$ cat src/rtl/posit_pkg.sv
// Shared posit constants and stage bundles for the encoder, decoder and multiplier.
// No ports; import with posit_pkg::*.
package posit_pkg;

    localparam int N   = 8;
    localparam int ES  = 2;
    localparam int FW  = 8;
    localparam int SW  = 8;

    // magnitude width (posit without its sign bit)
    localparam int RW  = N - 1;
    // regime + exponent + fraction staging field
    localparam int FLW = N - 1 + ES + FW + 2;
    // regime shift amount width; covers every non-saturating k
    localparam int SHW = $clog2(N - 1);

    localparam logic [N-1:0] ZERO   = '0;
    localparam logic [N-1:0] NAR    = {1'b1, {(N-1){1'b0}}};
    localparam logic [N-1:0] MAXPOS = {1'b0, {(N-1){1'b1}}};
    localparam logic [N-1:0] MINPOS = N'(1);

    typedef struct packed {
        logic           sign;
        logic           zero;
        logic           nar;
        logic           sat_hi;
        logic           sat_lo;
        logic           k_neg;
        logic [SHW-1:0] amt;
        logic [ES-1:0]  e;
        logic [FW-1:0]  frac;
        logic           sticky;
    } s1_t;

    typedef struct packed {
        logic          sign;
        logic          zero;
        logic          nar;
        logic [RW-1:0] mag;
    } s2_t;

endpackage

$ cat src/rtl/posit_round_rne.sv
// Round-to-nearest-even on a truncated posit magnitude, clamped to [minpos, maxpos].
// Ports: mag_trunc/guard/sticky in, mag_round out (combinational).
module posit_round_rne
    import posit_pkg::*;
(
    input  logic [RW-1:0] mag_trunc,
    input  logic          guard,
    input  logic          sticky,
    output logic [RW-1:0] mag_round
);

    logic        round_up;
    logic [RW:0] sum;

    assign round_up = guard & (sticky | mag_trunc[0]);
    assign sum      = {1'b0, mag_trunc} + {{RW{1'b0}}, round_up};

    // Posits never round to zero and never overflow into NaR.
    always_comb begin
        mag_round = sum[RW-1:0];
        if (sum[RW])
            mag_round = MAXPOS[RW-1:0];
        else if (sum[RW-1:0] == '0)
            mag_round = MINPOS[RW-1:0];
    end

endmodule

$ cat src/rtl/posit_encode.sv
// Three-stage posit packer: decode regime, shift+round, negate. Valid/ready both sides.
// Ports: clk, reset, in_* (unpacked value + handshake), out_* (posit + handshake).
module posit_encode
    import posit_pkg::*;
(
    input  logic          clk,
    input  logic          reset,
    input  logic          in_valid,
    output logic          in_ready,
    input  logic          in_sign,
    input  logic          in_zero,
    input  logic          in_nar,
    input  logic [SW-1:0] in_scale,
    input  logic [FW-1:0] in_frac,
    input  logic          in_sticky,
    output logic          out_valid,
    input  logic          out_ready,
    output logic [N-1:0]  out_posit
);

    localparam logic signed [SW-1:0] K_MAX = SW'(N - 2);
    localparam logic signed [SW-1:0] K_MIN = -K_MAX;

    logic adv;
    logic s1_valid;
    logic s2_valid;
    s1_t  s1_d;
    s1_t  s1_q;
    s2_t  s2_d;
    s2_t  s2_q;

    logic signed [SW-1:0] k;

    logic [FLW-1:0] base;
    logic [FLW-1:0] field;
    logic [RW-1:0]  mag_trunc;
    logic [RW-1:0]  mag_rnd;
    logic           guard;
    logic           sticky;

    logic [N-1:0] mag_full;
    logic [N-1:0] out_d;

    // Whole pipe moves as one; a stalled output freezes every stage.
    assign adv      = ~out_valid | out_ready;
    assign in_ready = adv;

    // S1: split scale into regime k and exponent e.
    assign k = $signed(in_scale) >>> ES;

    always_comb begin
        s1_d        = '0;
        s1_d.sign   = in_sign;
        s1_d.zero   = in_zero;
        s1_d.nar    = in_nar;
        s1_d.sat_hi = k >= K_MAX;
        s1_d.sat_lo = k <= K_MIN;
        s1_d.k_neg  = k[SW-1];
        // k>=0 needs k extra ones; k<0 needs -k-1 extra zeros (= ~k).
        s1_d.amt    = k[SW-1] ? ~k[SHW-1:0] : k[SHW-1:0];
        s1_d.e      = in_scale[ES-1:0];
        s1_d.frac   = in_frac;
        s1_d.sticky = in_sticky;
    end

    // S2: the head's top bit is replicated by the arithmetic shift,
    // growing the regime run to its full length.
    assign base = {
        (s1_q.k_neg ? 2'b01 : 2'b10),
        s1_q.e,
        s1_q.frac,
        {(FLW-2-ES-FW){1'b0}}
    };

    assign field     = $unsigned($signed(base) >>> s1_q.amt);
    assign mag_trunc = field[FLW-1 -: RW];
    assign guard     = field[FLW-1-RW];
    assign sticky    = (|field[FLW-2-RW:0]) | s1_q.sticky;

    posit_round_rne u_round (
        .mag_trunc (mag_trunc),
        .guard     (guard),
        .sticky    (sticky),
        .mag_round (mag_rnd)
    );

    always_comb begin
        s2_d      = '0;
        s2_d.sign = s1_q.sign;
        s2_d.zero = s1_q.zero;
        s2_d.nar  = s1_q.nar;
        if (s1_q.sat_hi)
            s2_d.mag = MAXPOS[RW-1:0];
        else if (s1_q.sat_lo)
            s2_d.mag = MINPOS[RW-1:0];
        else
            s2_d.mag = mag_rnd;
    end

    // S3: specials, then sign by two's-complement negate.
    assign mag_full = {1'b0, s2_q.mag};

    always_comb begin
        out_d = mag_full;
        if (s2_q.nar)
            out_d = NAR;
        else if (s2_q.zero)
            out_d = ZERO;
        else if (s2_q.sign)
            out_d = -mag_full;
    end

    always_ff @(posedge clk) begin
        if (reset) begin
            s1_valid  <= 1'b0;
            s2_valid  <= 1'b0;
            out_valid <= 1'b0;
            out_posit <= ZERO;
        end else if (adv) begin
            s1_valid  <= in_valid;
            s2_valid  <= s1_valid;
            out_valid <= s2_valid;
            if (s2_valid)
                out_posit <= out_d;
        end
    end

    always_ff @(posedge clk) begin
        if (adv) begin
            if (in_valid)
                s1_q <= s1_d;
            if (s1_valid)
                s2_q <= s2_d;
        end
    end

endmodule

$ cat config.mk
export PLATFORM = sky130hd
export DESIGN_NAME = posit_encode
export DESIGN_NICKNAME = d
export VERILOG_FILES = /design/src/rtl/posit_pkg.sv /design/src/rtl/posit_round_rne.sv /design/src/rtl/posit_encode.sv
export SDC_FILE = /design/constraint.sdc
export NUM_CORES = 1
export LEC_CHECK = 0
export ABC_AREA = 1
export BUFFER_PORTS_ARGS = -buffer_cell sky130_fd_sc_hd__buf_4
export CAP_MARGIN = 20
export CORE_ASPECT_RATIO = 1.1
export CORE_MARGIN = 2
export CORE_UTILIZATION = 56
export DETAILED_ROUTE_END_ITERATION = 12
export PLACE_DENSITY = 0.79
export SKIP_CTS_REPAIR_TIMING = 1
export SLEW_MARGIN = 20
export SYNTH_ARGS = -nofsm -noshare
export SYNTH_HDL_FRONTEND = slang
export SYNTH_SLANG_ARGS = --single-unit
$ cat constraint.sdc
create_clock -name clk -period 2.55 [get_ports clk]
set_input_delay 0.1275 -clock clk [delete_from_list [all_inputs] [get_ports clk]]
set_output_delay 0.1275 -clock clk [all_outputs]
set_load 0.02 [all_outputs]
==> flow_summary.toml <==
[synthesis]
syn-num-nets = 297
synth_warnings = 0
synth-seq-cells = 41
yosysUniqueCellTypes = 33
synthArstFlopShare = 0
yosysSeqAreaShare = 0.502
netlist_area_sq_um = 2230
syn_inst = 270
synth_edf_count = 30
yosys-top-cells-area = "edfxtp_1 40%, nand2_1 15%, dfxtp_1 9.9%"
yosysTopAreaCell = "edfxtp_1"
synth_top_area_frac = 0.403
syn_avg_cell_area_sq_um = 8.28
yosys_most_used_dff = "edfxtp_1"

[pwr]
pwr-share-clk = 0.291
sw_frac_of_total = 0.271
switchingPower_mw = 0.405
power_frac_seq = 0.525
p_comb_frac = 0.184
power_density_nw_per_um2 = 560
p_leak_nw = 1.20
ir_worst_vdd_mv = 0.397
internal_power_mw = 1.09

[finish]
design_area_sq_um = 2660
area_delta_synth_final_pct = 19.1
layout-drive-gt1-share = 0.212
n_antenna_cell = 0
final_util = 0.682
seqCellArea_sq_um = 1120
fillers = 327
multi_input_area_sq_um = 963
nNetsFinal = 337

[place]
dp_hpwl_microns = 3090
portBuffers = 33
dpl_worst_slack_ps = 250
routabilityCongestion = 0.879
place_area_sq_um = 2520

[detailed_routing]
vias_per_cell = 5.07
dr.pass1.iters = 4
ant_nets = 0
num_vias = 1842
drc = 0
wire_per_inst_microns = 10.9
drt-initial-drc-count = 105
wl_microns = 3970

[cts]
cts-root-buf = "clkbuf_8"
clk_pin_slew_ps = 70
cts_buffers = 5
cts_htree_levels = 2
clkSinkCount = 41
cts_buffer_depth = 2
cts_tree = "built"
clkLatencyLatePin_ps = 290

[sta]
setup_tns_ps = 0
relSlewSlack = 0.535
min_period_ps = 2310
worst_pin_slew_ps = 696
final-setup-viol-count = 0
timing.hold.ws_ps = 7.68
hold_viol_final = 0
finalMaxSlewViolations = 0
setup_ws_ps = 237
final.setup_skew_ps = 9.64
fmax_mhz = 432
rsz0062_at_grt = "no"
min_period_over_period = 0.907

[global_route]
overflow = 0
grt_max_degree = 21
grt_usage = 0.192
grt_pass1_vias = 1689
grt_first_pass_wirelength_microns = 6730
antenna_found_initial = 0

[critical_path]
required_ps = 2590
r2r_start = "s1_q[11]"
r2r_cells = 15
critical_path.startpoint_type = "flop"
arrival_ps = 2360
path_max_fanout = 9
setup.worst_path.end_class = "flop"
criticalPathCategory = "reg2reg"
reg2reg_to = "mag_full[6]"
reg2reg_slack_ps = 240

[floorplan]
row_count = 24
core_sq_um = 3900
dieArea_sq_um = 4510
die_x_microns = 64.2
die_h_microns = 70.3
ios = 34
initial_core_util = 0.572

[run]
cap_violations = 0

[hold_path]
min_path_cells = 1
min_to = "base[8]"
hp-class = "in2reg"
hold_path.startpoint = "in_frac[1]"

[run_status]
status = "completed"
[Yosys cell counts, types with 2 or more instances]
| library cell | n |
|---|---|
| nor3_1 | 2 |
| o21ai_1 | 6 |
| dfxtp_1 | 11 |
| inv_2 | 4 |
| nand2_2 | 7 |
| nor2_1 | 16 |
| ha_1 | 3 |
| nand2_1 | 92 |
| edfxtp_1 | 30 |
| nand4_1 | 2 |
| nand3_1 | 27 |
| inv_1 | 24 |
| clkbuf_1 | 2 |
| o21ai_0 | 3 |
| nand3_2 | 5 |
| a21oi_1 | 16 |
| buf_2 | 2 |
| xor2_1 | 3 |
[state kept, by name, indices dropped and copies added, names as in the netlist]
register and cells:
base 10, s1_q 10, s2_valid 1, mag_full 7, out_posit 8, out_valid 1, s2_q 3, s1_valid 1
[cell usage in the layout, fill, tap and decap left out]
cell type,count
nand3_1,27
nand3_2,5
inv_4,1
inv_1,24
ha_1,3
nor3_2,1
clkbuf_8,6
a2bb2oi_1,1
inv_2,4
nor2_1,16
o41ai_1,1
nand2_1,92
a211oi_1,1
a21oi_2,1
a21oi_1,16
o21bai_4,1
dlygate4sd3_1,5
buf_4,34
nor2_2,1
clkbuf_1,1
nand4_2,1
or2_2,1
o21ai_1,6
nor2_4,1
xor2_1,3
nand2_4,1
nand3b_1,1
nand2_2,7
nor3_1,2
edfxtp_1,30
o21ai_0,3
nand4_1,2
inv_6,1
dfxtp_1,11
[per-layer routing]
layer | up-vias | global-route usage | wire length, microns
li1 | 971 | - | -
met1 | 819 | 0.233 | 1800
met2 | 44 | 0.319 | 1930
met3 | 8 | 0.0483 | 157
met4 | 0 | 0.0922 | 78
met5 | - | 0 | 0
[cell type report]
| type | instances | area share |
|---|---|---|
| flip-flops and latches | 41 | 0.421 |
| multi-input cells | 194 | 0.362 |
| repair buffers | 39 | 0.115 |
| inverters | 29 | 0.0428 |
| clock buffers | 7 | 0.0324 |
| well taps | 52 | 0.0244 |
| clock inverters | 1 | 0.00235 |
[through the flow]
stage | cells | power [mW]
floorplan | 270 | 0.991
global placement | 350 | 1.06
detailed placement | 350 | 1.07
CTS | 358 | 1.50
global route | 363 | 1.57
finish | 363 | 1.49
[cells by family (layout without fill, tap and decap cells)]
family                   count (synthesis)  after routing  synth area share
buffers and inverters                   35             76            0.0672
AO/OA/AOI/OAI                           30             30            0.0795
flip-flops                              41             41             0.502
adder cells (fa/ha/maj)                  3              3            0.0168
XOR/XNOR                                 3              3            0.0118
AND/OR/NAND/NOR                        158            158             0.323
[worst max-delay path, stage by stage, from the launching register on]
cell	delay, ps
edfxtp_1	560
inv_6	150
nand2_1	80
nand3_1	90
nand2_1	80
nand2_1	60
nand2_1	80
nor2_2	120
ha_1	210
inv_1	70
a21oi_2	140
nand3_1	90
nand2_1	70
nand2_1	60
o21ai_1	140
nand2_1	60
[worst max-delay path by stage]
stage,start,end,slack [ps],cells after the start
2_1_floorplan,s1_q[11],mag_full[6],560,16
3_3_place_gp,s1_q[11],mag_full[6],360,15
6_report,s1_q[11],mag_full[6],240,15
3_5_place_dp,s1_q[11],mag_full[6],250,15
5_1_grt,s1_q[11],mag_full[6],10,15
4_1_cts,s1_q[11],mag_full[6],240,15
[power by group through the flow]
| stage | clock [mW] | combinational [mW] | sequential, mW |
|---|---|---|---|
| 2_1_floorplan | 0 | 0.204 | 0.788 |
| 3_3_place_gp | 0 | 0.263 | 0.796 |
| 3_5_place_dp | 0 | 0.268 | 0.798 |
| 4_1_cts | 0.444 | 0.269 | 0.782 |
| 5_1_grt | 0.465 | 0.314 | 0.787 |
| 6_report | 0.434 | 0.275 | 0.782 |
Note: power is estimated with default switching activity, not from simulation.
